--- src/rtl/counter_seq_ctrl_pkg.sv ---
// ---------------------------------------------------------------------------
// counter_seq_ctrl_pkg : state/opcode encodings for the counter sequencer
// Rev 1.0
// ---------------------------------------------------------------------------
`default_nettype none

package counter_seq_ctrl_pkg;

  typedef enum logic [1:0] {
    ST_IDLE  = 2'd0,
    ST_RUN   = 2'd1,
    ST_PAUSE = 2'd2,
    ST_DONE  = 2'd3
  } state_e;

  typedef enum logic [1:0] {
    OP_START  = 2'd0,
    OP_STOP   = 2'd1,
    OP_PAUSE  = 2'd2,
    OP_RESUME = 2'd3
  } op_e;

  function automatic logic cmd_legal(input state_e st, input op_e op);
    logic ok;
    ok = 1'b0;
    case (op)
      OP_START:  ok = (st == ST_IDLE) || (st == ST_DONE);
      OP_STOP:   ok = (st == ST_RUN)  || (st == ST_PAUSE);
      OP_PAUSE:  ok = (st == ST_RUN);
      OP_RESUME: ok = (st == ST_PAUSE);
      default:   ok = 1'b0;
    endcase
    return ok;
  endfunction

endpackage

`default_nettype wire

--- src/rtl/counter_seq_ctrl_prescaler.sv ---
// ---------------------------------------------------------------------------
// ctrl_prescaler : divide-by-(div+1) strobe generator, holds phase when !en
// Rev 1.0
// ---------------------------------------------------------------------------
`default_nettype none

module ctrl_prescaler #(
  parameter int PRESCALE_W = 4
) (
  input  logic                  clk,
  input  logic                  rstn,
  input  logic                  clr,
  input  logic                  en,
  input  logic [PRESCALE_W-1:0] div,
  output logic                  strobe
);

  logic [PRESCALE_W-1:0] presc_q;
  logic [PRESCALE_W-1:0] presc_d;

  assign strobe = en && (presc_q == div);

  always_comb begin
    presc_d = presc_q;
    if (clr) begin
      presc_d = '0;
    end else if (en) begin
      presc_d = (presc_q == div) ? '0 : presc_q + PRESCALE_W'(1);
    end
  end

  always_ff @(posedge clk or negedge rstn) begin
    if (!rstn) begin
      presc_q <= '0;
    end else begin
      presc_q <= presc_d;
    end
  end

endmodule

`default_nettype wire

--- src/rtl/counter_seq_ctrl.sv ---
// ---------------------------------------------------------------------------
// counter_seq_ctrl : command-driven up-counter sequencer (one-shot/periodic)
// Rev 1.0
// ---------------------------------------------------------------------------
`default_nettype none

module counter_seq_ctrl
  import counter_seq_ctrl_pkg::*;
#(
  parameter int NBIT       = 8,
  parameter int PRESCALE_W = 4
) (
  input  logic                  clk,
  input  logic                  rstn,
  input  logic                  cmd_valid,
  output logic                  cmd_ready,
  input  logic [1:0]            cmd_op,
  input  logic [NBIT-1:0]       cfg_load,
  input  logic [NBIT-1:0]       cfg_limit,
  input  logic                  cfg_periodic,
  input  logic [PRESCALE_W-1:0] cfg_prescale,
  output logic [NBIT-1:0]       cnt,
  output logic                  busy,
  output logic                  done,
  output logic                  tick,
  output logic                  wrap,
  output logic                  cmd_err
);

  state_e                state_q, state_d;
  logic [NBIT-1:0]       cnt_q, cnt_d;
  logic [NBIT-1:0]       load_q, load_d;
  logic [NBIT-1:0]       limit_q, limit_d;
  logic                  periodic_q, periodic_d;
  logic [PRESCALE_W-1:0] prescale_q, prescale_d;
  logic                  ready_q, ready_d;
  logic                  tick_q, tick_d;
  logic                  wrap_q, wrap_d;
  logic                  err_q, err_d;

  logic w_accept;
  logic w_legal;
  logic w_start;
  logic w_strobe;
  op_e  w_op;

  assign w_op     = op_e'(cmd_op);
  assign w_accept = cmd_valid && ready_q;
  assign w_legal  = cmd_legal(state_q, w_op);
  assign w_start  = w_accept && w_legal && (w_op == OP_START);

  // Any accepted command freezes the prescaler, so it beats a coincident tick.
  ctrl_prescaler #(
    .PRESCALE_W (PRESCALE_W)
  ) u_prescaler (
    .clk    (clk),
    .rstn   (rstn),
    .clr    (w_start),
    .en     ((state_q == ST_RUN) && !w_accept),
    .div    (prescale_q),
    .strobe (w_strobe)
  );

  always_comb begin
    state_d    = state_q;
    cnt_d      = cnt_q;
    load_d     = load_q;
    limit_d    = limit_q;
    periodic_d = periodic_q;
    prescale_d = prescale_q;
    ready_d    = 1'b1;
    tick_d     = 1'b0;
    wrap_d     = 1'b0;
    err_d      = 1'b0;

    if (w_accept) begin
      if (!w_legal) begin
        err_d = 1'b1;
      end else begin
        case (w_op)
          OP_START: begin
            state_d    = ST_RUN;
            cnt_d      = cfg_load;
            load_d     = cfg_load;
            limit_d    = cfg_limit;
            periodic_d = cfg_periodic;
            prescale_d = cfg_prescale;
          end
          OP_STOP:   state_d = ST_IDLE;
          OP_PAUSE:  state_d = ST_PAUSE;
          OP_RESUME: state_d = ST_RUN;
          default:   state_d = state_q;
        endcase
      end
    end else if (w_strobe) begin
      if (cnt_q != limit_q) begin
        cnt_d  = cnt_q + NBIT'(1);
        tick_d = 1'b1;
      end else if (periodic_q) begin
        cnt_d  = load_q;
        tick_d = 1'b1;
        wrap_d = 1'b1;
      end else begin
        wrap_d  = 1'b1;
        state_d = ST_DONE;
      end
    end
  end

  always_ff @(posedge clk or negedge rstn) begin
    if (!rstn) begin
      state_q    <= ST_IDLE;
      cnt_q      <= '0;
      load_q     <= '0;
      limit_q    <= '0;
      periodic_q <= 1'b0;
      prescale_q <= '0;
      ready_q    <= 1'b0;
      tick_q     <= 1'b0;
      wrap_q     <= 1'b0;
      err_q      <= 1'b0;
    end else begin
      state_q    <= state_d;
      cnt_q      <= cnt_d;
      load_q     <= load_d;
      limit_q    <= limit_d;
      periodic_q <= periodic_d;
      prescale_q <= prescale_d;
      ready_q    <= ready_d;
      tick_q     <= tick_d;
      wrap_q     <= wrap_d;
      err_q      <= err_d;
    end
  end

  assign cmd_ready = ready_q;
  assign cnt       = cnt_q;
  assign busy      = (state_q == ST_RUN) || (state_q == ST_PAUSE);
  assign done      = (state_q == ST_DONE);
  assign tick      = tick_q;
  assign wrap      = wrap_q;
  assign cmd_err   = err_q;

endmodule

`default_nettype wire
--- config.mk ---
export PLATFORM = sky130hd
export DESIGN_NAME = counter_seq_ctrl
export DESIGN_NICKNAME = d
export VERILOG_FILES = /design/src/rtl/counter_seq_ctrl_pkg.sv /design/src/rtl/counter_seq_ctrl_prescaler.sv /design/src/rtl/counter_seq_ctrl.sv
export SDC_FILE = /design/constraint.sdc
export NUM_CORES = 1
export LEC_CHECK = 0
export CAP_MARGIN = 20
export CORE_UTILIZATION = 35
export CTS_CLUSTER_DIAMETER = 100
export DETAILED_ROUTE_END_ITERATION = 12
export SETUP_SLACK_MARGIN = 0.02
export SYNTH_ARGS = -nofsm -noshare
export SYNTH_HDL_FRONTEND = slang
export SYNTH_HIERARCHICAL = 1
export SYNTH_SLANG_ARGS = --single-unit
--- constraint.sdc ---
create_clock -name clk -period 1.9 [get_ports clk]
set_input_delay 0.285 -clock clk [delete_from_list [all_inputs] [get_ports clk]]
set_output_delay 0.285 -clock clk [all_outputs]
set_load 0.01 [all_outputs]
==> run metrics <==
fin area 3124 um^2; maximum clock path buffer count 2; required time worst endpoint 2080 ps; final max-slew violation count 0; Final Setup Violations 6; routability cong. 0.9071; number of different library cells in the post-synthesis netlist 42; number of violations reported at the end of detailed-routing iteration 0 185; cell-by-cell trace of the critical path xor2_1 > nor4_2 > and2_1 > nand2_2 > a32oi_4 > buf_12 > mux2_4; highest clock frequency the design can meet 490.6 MHz; startpoint-to-endpoint class of the critical path reg -> reg; leakage power 1.393 nW; Max Cap Violations 0; synthesized area divided by synthesized cell count 10.84 um^2; Critical Path Sink Type register; global-route congestion overflow total 0; worst min path class in -> async; flip-flop and latch count after synthesis 39; clock root buffer sky130_fd_sc_hd__clkbuf_8; setup repair after global routing missed its margin true; final net count 310; slowest stage delay, CP 410 ps; layout cell share with drive strength beyond 1 0.3188; total via count in the routed design 1,770; CTS tree yes; Die Area 6510 um^2; critical-path cell with the highest stage delay sky130_fd_sc_hd__dfrtp_1; total power per unit cell area 1336 nW/um^2; fraction of the core area covered by cells at the end of the flow 0.5246; Layout Skew 8.393 ps; H-tree Lvls 2; vias in the first global route 1,774; Top Ports 40; y dimension of the die 80.69 um; worst-path maximum fanout 6; residual antenna-violating net count after detailed routing 0; total global routing track utilization 0.1731; maximum vdd drop 0.5803 mV; share of synthesized flip-flops with an asynchronous set or reset 1.000; fraction of the cycle the final worst path needs 1.073; final non-filler cell total 351; most frequent cells in the layout 39 x sky130_fd_sc_hd__dfrtp_1, 37 x sky130_fd_sc_hd__clkdlybuf4s50_1, 36 x sky130_fd_sc_hd__buf_4; clock period minus final worst setup slack 2038 ps; largest net degree at the start of global routing 24; Setup Slack @ Placement -212.2 ps; total CTS buffers 5; detail-routed net length per standard cell 14.80 um; startpoint of the worst setup timing path u_prescaler/presc_q[1]$_DFFE_PN0P_; relative area change from synthesis to final layout 44.17%; placed wire-length estimate 3.747 mm; clock transition at the register clock pins on the worst setup and hold paths after CTS 80 ps; flip-flop cell with the highest count after synthesis sky130_fd_sc_hd__dfrtp_1; portion of the post-synthesis area used by sequential elements 0.4503; run status finished, violations left; die width 80.69 um; number of port buffers 39; most common library cell in the layout ignoring fill and taps sky130_fd_sc_hd__dfrtp_1; ANT cells 0; setup ws final -138.4 ps; Clock Latency Late Sink 290 ps; Synthesized Nets 235; WL final 5.196 mm; Core Box Area 5956 um^2; placed inst area 2882 um^2; netlist area before placement 2167 um^2; Worst Setup Start Kind register; placed cells 336; synthesized instance count 200; first-pass GRT wire length 8.335 mm; average vias per placed instance 5.043; violated checks setup timing; YS warnings 6; data arrival time of the critical path 2210 ps; Placement Rows 28; Num Clock Sinks 39; post-detailed-route DRC marker count 0; R2R Path Start u_prescaler/presc_q[1]$_DFFE_PN0P_; Initial Utilization 0.3639; number of synthesized flops with an enable pin 0; number of failing hold endpoints at the final stage 0; number of antenna violations at the first check in global routing 0; number of optimization iterations in the first detailed-route pass 4
## worst max-delay path: cells and delay by family, from the launching register on
| kind | cells | cell delay (ps) |
|---|---|---|
| XOR/XNOR | 1 | 170 |
| flip-flops | 1 | 410 |
| AND/OR/NAND/NOR | 3 | 650 |
| AO/OA/AOI/OAI | 1 | 220 |
| multiplexers | 1 | 300 |
| buffers and inverters | 1 | 170 |
## synthesized netlist by cell type, types with 2 or more instances
master	count	area share
sky130_fd_sc_hd__a21oi_1	3	0.0069
sky130_fd_sc_hd__and3_1	2	0.0058
sky130_fd_sc_hd__o32ai_1	2	0.0081
sky130_fd_sc_hd__and2_1	5	0.014
sky130_fd_sc_hd__nor2_1	10	0.017
sky130_fd_sc_hd__a211oi_1	4	0.014
sky130_fd_sc_hd__buf_4	2	0.0069
sky130_fd_sc_hd__nand4_1	2	0.0058
sky130_fd_sc_hd__xor2_1	16	0.065
sky130_fd_sc_hd__mux2_2	25	0.13
sky130_fd_sc_hd__nand2_1	16	0.028
sky130_fd_sc_hd__a311o_1	2	0.0092
sky130_fd_sc_hd__a31oi_1	3	0.0087
sky130_fd_sc_hd__ha_1	9	0.052
sky130_fd_sc_hd__mux2i_1	2	0.0092
sky130_fd_sc_hd__o22ai_1	3	0.0087
sky130_fd_sc_hd__nor4_2	2	0.012
sky130_fd_sc_hd__nor4_1	2	0.0058
sky130_fd_sc_hd__clkbuf_1	3	0.0052
sky130_fd_sc_hd__nand3_1	8	0.018
sky130_fd_sc_hd__a311oi_1	2	0.0081
sky130_fd_sc_hd__dfrtp_1	39	0.45
sky130_fd_sc_hd__buf_2	5	0.012
sky130_fd_sc_hd__o21ai_0	4	0.0092
sky130_fd_sc_hd__nand2b_1	3	0.0087
sky130_fd_sc_hd__inv_1	10	0.017
## layout make-up
class	instances	area, um^2
clock buffers	6	82.58
clock inverters	2	38.79
fillers	549	2831
inverters	10	37.54
multi-input cells	140	1171
flip-flops and latches	39	975.9
well taps	75	93.84
repair buffers	79	724.4
## sequential cells by signal (all words and copies together), names as in the netlist
name	cells
tick	1
limit_q	8
wrap	1
periodic_q	1
cnt	8
prescale_q	4
cmd_ready	1
cmd_err	1
load_q	8
state_q	2
u_prescaler/presc_q	4
## metal layers
metal  GRT usage  wire length (um)  up-vias
met5           0                 0        -
met2      0.2712              2350       61
met3     0.02500               257       10
li1            -                 -      860
met4     0.07500                99        0
met1      0.2355              2488      839
## through the flow
step / hold WS (ps) / power [W] / TNS (ps)
2_1_floorplan: -10.59 / 0.002551 / -539.8
3_3_place_gp: 248.2 / 0.003299 / -3955
3_5_place_dp: 257.7 / 0.003318 / -3504
4_1_cts: 458.9 / 0.004152 / -483.3
5_1_grt: 492.1 / 0.004481 / -1317
6_report: 458.0 / 0.004172 / -644.9
## power breakdown
part | leakage [nW] | switching [W] | total, W | internal [W]
Combinational | 0.848 | 0.000930 | 0.00203 | 0.00110
Clock | 0.0618 | 0.000303 | 0.000735 | 0.000432
Sequential | 0.483 | 0.000242 | 0.00141 | 0.00117
## final timing paths
| path | cells past startpoint | slack (ps) | to |
|---|---|---|---|
| max | 7 | -140 | cnt[4]$_DFFE_PN0P_ |
| min | 2 | 460 | cnt[7]$_DFFE_PN0P_ |
| max reg2reg | 7 | -140 | cnt[4]$_DFFE_PN0P_ |
| min reg2reg | 2 | 480 | load_q[6]$_DFFE_PN0P_ |
| max in group asynchronous | 3 | 960 | cnt[2]$_DFFE_PN0P_ |
| min in group clk | 2 | 480 | load_q[6]$_DFFE_PN0P_ |
## logic make-up after synthesis
group,count (synthesis),synth area share
buf+inv,21,0.04619
fa+ha+maj,9,0.05196
other cells,1,0.001730
mux,27,0.1391
simple gates,55,0.1311
compound gates,31,0.1109
flops,39,0.4503
xor+xnor,17,0.06871
## timing repair
item | in CTS | in global routing
endpoints found under the hold margin | 16 | 0
setup buffers | 5 | 1
pin swaps | 7 | 0
endpoints found under the setup margin | 10 | 10
resized for setup | 7 | 7
hold buffers | 1 | 0
Power figures use the tool's default switching activity.
